`config.mk`:
```
export PLATFORM = sky130hd
export DESIGN_NAME = mux2_rr_arbiter
export DESIGN_NICKNAME = d
export VERILOG_FILES = /design/src/rtl/mux2_rr_arbiter.sv
export SDC_FILE = /design/constraint.sdc
export NUM_CORES = 1
export LEC_CHECK = 0
export BUFFER_PORTS_ARGS = -buffer_cell sky130_fd_sc_hd__buf_4
export CAP_MARGIN = 15
export CORE_MARGIN = 2
export CORE_UTILIZATION = 41
export CTS_BUF_LIST = sky130_fd_sc_hd__clkbuf_8
export DETAILED_ROUTE_END_ITERATION = 12
export GPL_ROUTABILITY_DRIVEN = 0
export GPL_TIMING_DRIVEN = 0
export PLACE_DENSITY = 0.84
export SYNTH_ARGS = -nofsm -noshare
export SYNTH_HDL_FRONTEND = slang
export SYNTH_SLANG_ARGS = --single-unit
```
`constraint.sdc`:
```
create_clock -name clk -period 1.3 [get_ports clk]
set_clock_uncertainty 0.05 [all_clocks]
set_input_delay 0.26 -clock clk [delete_from_list [all_inputs] [get_ports clk]]
set_output_delay 0.26 -clock clk [all_outputs]
set_load 0.05 [all_outputs]
```
`src/rtl/mux2_rr_arbiter.sv`:
```
// mux2_rr_arbiter: round-robin owner of a 2:1 mux select; define ARB_BURST_LIMIT_EN to cap bursts at MAX_HOLD words
module mux2_rr_arbiter #(
  parameter int WIDTH    = 8,
  parameter int MAX_HOLD = 4
) (
  input  logic             clk,
  input  logic             rst_n,
  input  logic             req0,
  input  logic             req1,
  input  logic [WIDTH-1:0] din0,
  input  logic [WIDTH-1:0] din1,
  output logic             gnt0,
  output logic             gnt1,
  output logic [WIDTH-1:0] dout,
  output logic             dout_valid,
  output logic             dout_sel
);
  typedef enum logic [1:0] {IDLE, OWN0, OWN1} state_t;
  state_t state, next;
  logic last, xfer, at_limit;
  assign gnt0 = state == OWN0;
  assign gnt1 = state == OWN1;
  assign xfer = (gnt0 & req0) | (gnt1 & req1);
`ifdef ARB_BURST_LIMIT_EN
  localparam logic [7:0] HOLD_TOP = 8'(MAX_HOLD - 1);
  logic [7:0] hold_cnt;
  assign at_limit = xfer && hold_cnt == HOLD_TOP;
  // count words in the current grant, restarting whenever the owner changes
  always_ff @(posedge clk or negedge rst_n)
    if (!rst_n) hold_cnt <= '0;
    else if (next != state) hold_cnt <= '0;
    else if (xfer && hold_cnt != HOLD_TOP) hold_cnt <= hold_cnt + 8'd1;
`else
  assign at_limit = 1'b0;
`endif
  // next owner: released or exhausted grants hand straight to a waiting peer
  always_comb begin
    next = state;
    case (state)
      IDLE:    next = (req0 && (!req1 || last)) ? OWN0 : req1 ? OWN1 : IDLE;
      OWN0:    next = (req1 && (!req0 || at_limit)) ? OWN1 : req0 ? OWN0 : IDLE;
      OWN1:    next = (req0 && (!req1 || at_limit)) ? OWN0 : req1 ? OWN1 : IDLE;
      default: next = IDLE;
    endcase
  end
  // state register and last-served source
  always_ff @(posedge clk or negedge rst_n)
    if (!rst_n) begin
      state <= IDLE;
      last  <= 1'b1;
    end else begin
      state <= next;
      if (next != IDLE) last <= next == OWN1;
    end
  // registered mux output; the word only changes on a transfer
  always_ff @(posedge clk or negedge rst_n)
    if (!rst_n) begin
      dout       <= '0;
      dout_valid <= 1'b0;
      dout_sel   <= 1'b0;
    end else begin
      if (xfer) dout <= gnt0 ? din0 : din1;
      dout_valid <= xfer;
      dout_sel   <= gnt1;
    end
endmodule

```
[Yosys cells after proc, flatten, opt, wreduce, memory -nomap -nowiden]
Index checks and enable logic that the tools add are counted.
Operators by class
  reduce and logical (&&, ||, !) cells: 8
  bitwise gates (word level): 3
  multiplexer cells: 7
  eq/ne operators: 3
Operators with widths (number)
  2-bit two-way mux: 4
  8-bit two-way mux: 1
  2-bit case mux with 3 select lines: 1
  2-bit equality test, second input constant: 2
  1-bit logical AND: 3
  1-bit bitwise AND: 2
  2-bit by 1-bit equality test with 1-bit output, second input constant: 1
  1-bit zero test: 2
  2-bit zero test: 1
  2-bit nonzero test: 1
  1-bit logical OR: 1
  1-bit two-way mux: 1
  1-bit OR: 1
Word-level totals
  input bits: 20
  output and inout bits: 12
  bits in registers: 13

[Longest topological paths before layout]
  word-level depth: 6
  mapped depth: 5

[Worst setup path before layout]
OpenSTA, ideal clock, no wires.
  kind: reg2out
  start: register state[1]
  end: output gnt0
  data arrival time: 1.194 ns
  data required time: 0.990 ns
  stages on the path, launching flop included: 3
  setup slack: -0.204 ns
  cell sequence: dfrtp_1 -> buf_4 -> nor2b_1
Between the ends
  cells in the longest elaborated chain, start to end: 1
RTL lines
  start: declaration: RTL line 19  | state_t state, next;
  start signal: assignment: RTL line 52  | state <= next;
  2-bit by 1-bit equality test with 1-bit output: RTL line 21  | assign gnt0 = state == OWN0;
  end: declaration: RTL line 12  | output logic gnt0,
No other way between the ends.

[Worst setup path in the final report]
  start: register state[1]
  end: output gnt1
Between the ends
  cells in the longest elaborated chain, start to end: 1
RTL lines
  2-bit equality test: RTL line 22  | assign gnt1 = state == OWN1;
  end: declaration: RTL line 13  | output logic gnt1,
No other way between the ends.

==> flow_summary.json <==
{
  "yosysUniqueCellTypes": 16,
  "nNetsFinal": 117,
  "drv_slew": 0,
  "floorplan.initialDensity_pct": 42.6,
  "clkLatencyLatePin_ns": 0.24,
  "ys_async_sr_fraction_pct": 100,
  "die_area_um2": 1860,
  "htree_num_levels": 1,
  "yosys.area.top_type": "dfrtp_1",
  "synth_area_leaders": "dfrtp_1 48%, a21oi_2 11%, o22ai_1 10%",
  "post-route-period-util_pct": 106,
  "maxCapViolCount": 0,
  "violations": "setup timing",
  "initialDrtViolationCount": 9,
  "grt_usage_pct": 16.8,
  "place_inst": 102,
  "fillers": 109,
  "dieWidth_um": 43.1,
  "stdcell_area_um2": 991,
  "antenna_found_initial": 0,
  "routed_wl_um": 1540,
  "via_per_inst": 4.98,
  "ys_seq_area_share_pct": 52.1,
  "cp_max_fo": 6,
  "io_pins": 32,
  "post-place-ws_ns": 0.00364,
  "worstSetupPathType": "flip-flop to primary output",
  "num_vias": 558,
  "layout_setup_ws_ns": -0.0765,
  "cts.sinks": 13,
  "critPathCaptureType": "primary output",
  "tritoncts": "yes",
  "cp.required_ns": 0.99,
  "p_leak_nw": 0.531,
  "firstDrtPassIters": 5,
  "detail-route-antenna-nets": 0,
  "power.density_nw_per_um2": 1880,
  "die_h_um": 43.1,
  "final_cells": 112,
  "hold_path.class": "primary input to flip-flop",
  "setup_viol": 2,
  "layout_min_cycle_time_ns": 1.38,
  "numCtsBuffers": 3,
  "finalCoreUtilization_pct": 67.3,
  "grt_max_degree": 14,
  "dp_hpwl_um": 1030,
  "grt_pass1_wl_um": 2260,
  "synth-main-ff-cell": "dfrtp_1",
  "ys_ff_latch": 13,
  "diodes": 0,
  "worstPathArrival_ns": 1.07,
  "area_growth_pct": 58.1,
  "layout-drive-gt1-share_pct": 59.4,
  "grt_overflow": 0,
  "worst_pin_slew_ns": 0.222,
  "synth_enable_flop_cells": 0,
  "clk_path_buf_depth": 2,
  "place_area_um2": 882,
  "hold_viol": 0,
  "grt_pass1_vias": 532,
  "avgSynthCellArea_um2": 11.4,
  "synth_top_area_share_pct": 47.9,
  "io_buffers": 31,
  "cts_root_buffer": "clkbuf_8",
  "synth_most_common_cell": "dfrtp_1",
  "path_clk_slew_ns": 0.05,
  "rsz0062_at_grt": "yes",
  "synth_common_cells": "12 x dfrtp_1, 10 x o22ai_1, 9 x inv_1, 8 x a21oi_2",
  "holdWs_ns": 0.226,
  "reg2reg_slack_ns": 0.06,
  "slew_headroom_pct": 85.2,
  "cp-start-kind": "flip-flop",
  "syn_nets": 75,
  "synth_cells": 55,
  "rows": 14,
  "vdd_drop_max_mv": 0.883,
  "post-route-drc-count": 0,
  "fp.coreArea_um2": 1470,
  "status": "complete, but fails checks",
  "wl_per_cell_um": 13.7,
  "syn_area_um2": 627,
  "yosys_warnings": 0,
  "fmax_ghz": 0.726
}
## cell type report
class	count	area, um^2	area share (%)
Timing Repair Buffer	38	295	29.8
Clock buffer	3	41.3	4.17
Inverter	9	33.8	3.41
Buffer	1	11.3	1.14
Clock inverter	1	3.75	0.379
Multi-Input combinational cell	31	259	26.1
Tap cell	16	20.0	2.02
Sequential cell	13	327	33.0
## worst max-delay path: stages, from the launching register on
cell     delay (ns)
dfrtp_1        0.38
buf_6          0.13
and2b_1        0.17
buf_6          0.15
## kinds of logic after synthesis
family	count (synthesis)	synth area share [%]
flip-flops	13	52.1
AND/OR/NAND/NOR	10	14.2
buffers and inverters	12	10.2
AO/OA/AOI/OAI	20	23.6
## sequential cells by signal, indices dropped and copies added, names as in the netlist
signal and cells:
last 1, dout_sel 1, dout_valid 1, state 2
dout 8
## metal layers
layer | part of all wire [%] | vias to the layer above | GRT usage (%) | wire length, um
met3 | 5.9 | 2 | 4.26 | 90
li1 | - | 271 | - | -
met1 | 38 | 266 | 17.9 | 591
met5 | 0 | - | 0 | 0
met4 | 1.4 | 0 | 10.9 | 22
met2 | 54 | 19 | 28.7 | 832
## per-stage QoR
| step | total power [mW] | TNS, ns |
|---|---|---|
| floorplan | 1.20 | 0 |
| global placement | 1.46 | 0 |
| detailed placement | 1.48 | 0 |
| CTS | 1.86 | -0.191 |
| global route | 1.95 | -0.205 |
| finish | 1.86 | -0.116 |
## report_power, final
part | switching (mW) | leakage [nW] | internal (mW)
logic | 0.592 | 0.355 | 0.333
clock network | 0.145 | 0.0269 | 0.208
registers | 0.0587 | 0.149 | 0.521
## timing repair
item,in CTS,in global routing
pin swaps,0,1
setup endpoints to repair,4,10
setup buffers,4,2
hold buffers,1,0
resized for setup,2,3
gates cloned,0,1
endpoints found under the hold margin,12,0
## path summary, 6_finish.rpt
| kind | end | startpoint | cells after the start |
|---|---|---|---|
| min in group asynchronous | dout[5] | rst_n | 2 |
| max in group asynchronous | last | rst_n | 2 |
| hold / removal | last | req1 | 2 |
| setup reg to reg | dout[5] | state[1] | 5 |
| hold reg to reg | dout[1] | dout[1] | 2 |
| setup / recovery | gnt1 | state[1] | 3 |
## cell usage in the layout, fill, tap and decap left out
master and n:
clkbuf_8 3, inv_1 10, and2b_1 1, buf_4 35
and2_2 1, nor2_1 1, a21oi_2 8, nand3b_4 2
nor2b_1 1, and2_4 1, a21boi_0 1, dfrtp_1 12
nor2b_2 1, a21o_1 1, buf_6 3, dfstp_2 1
nand2_1 1, o22ai_2 2, o22ai_1 8, and2_1 2
dlygate4sd3_1 1
Note: power is estimated with default switching activity, not from simulation.
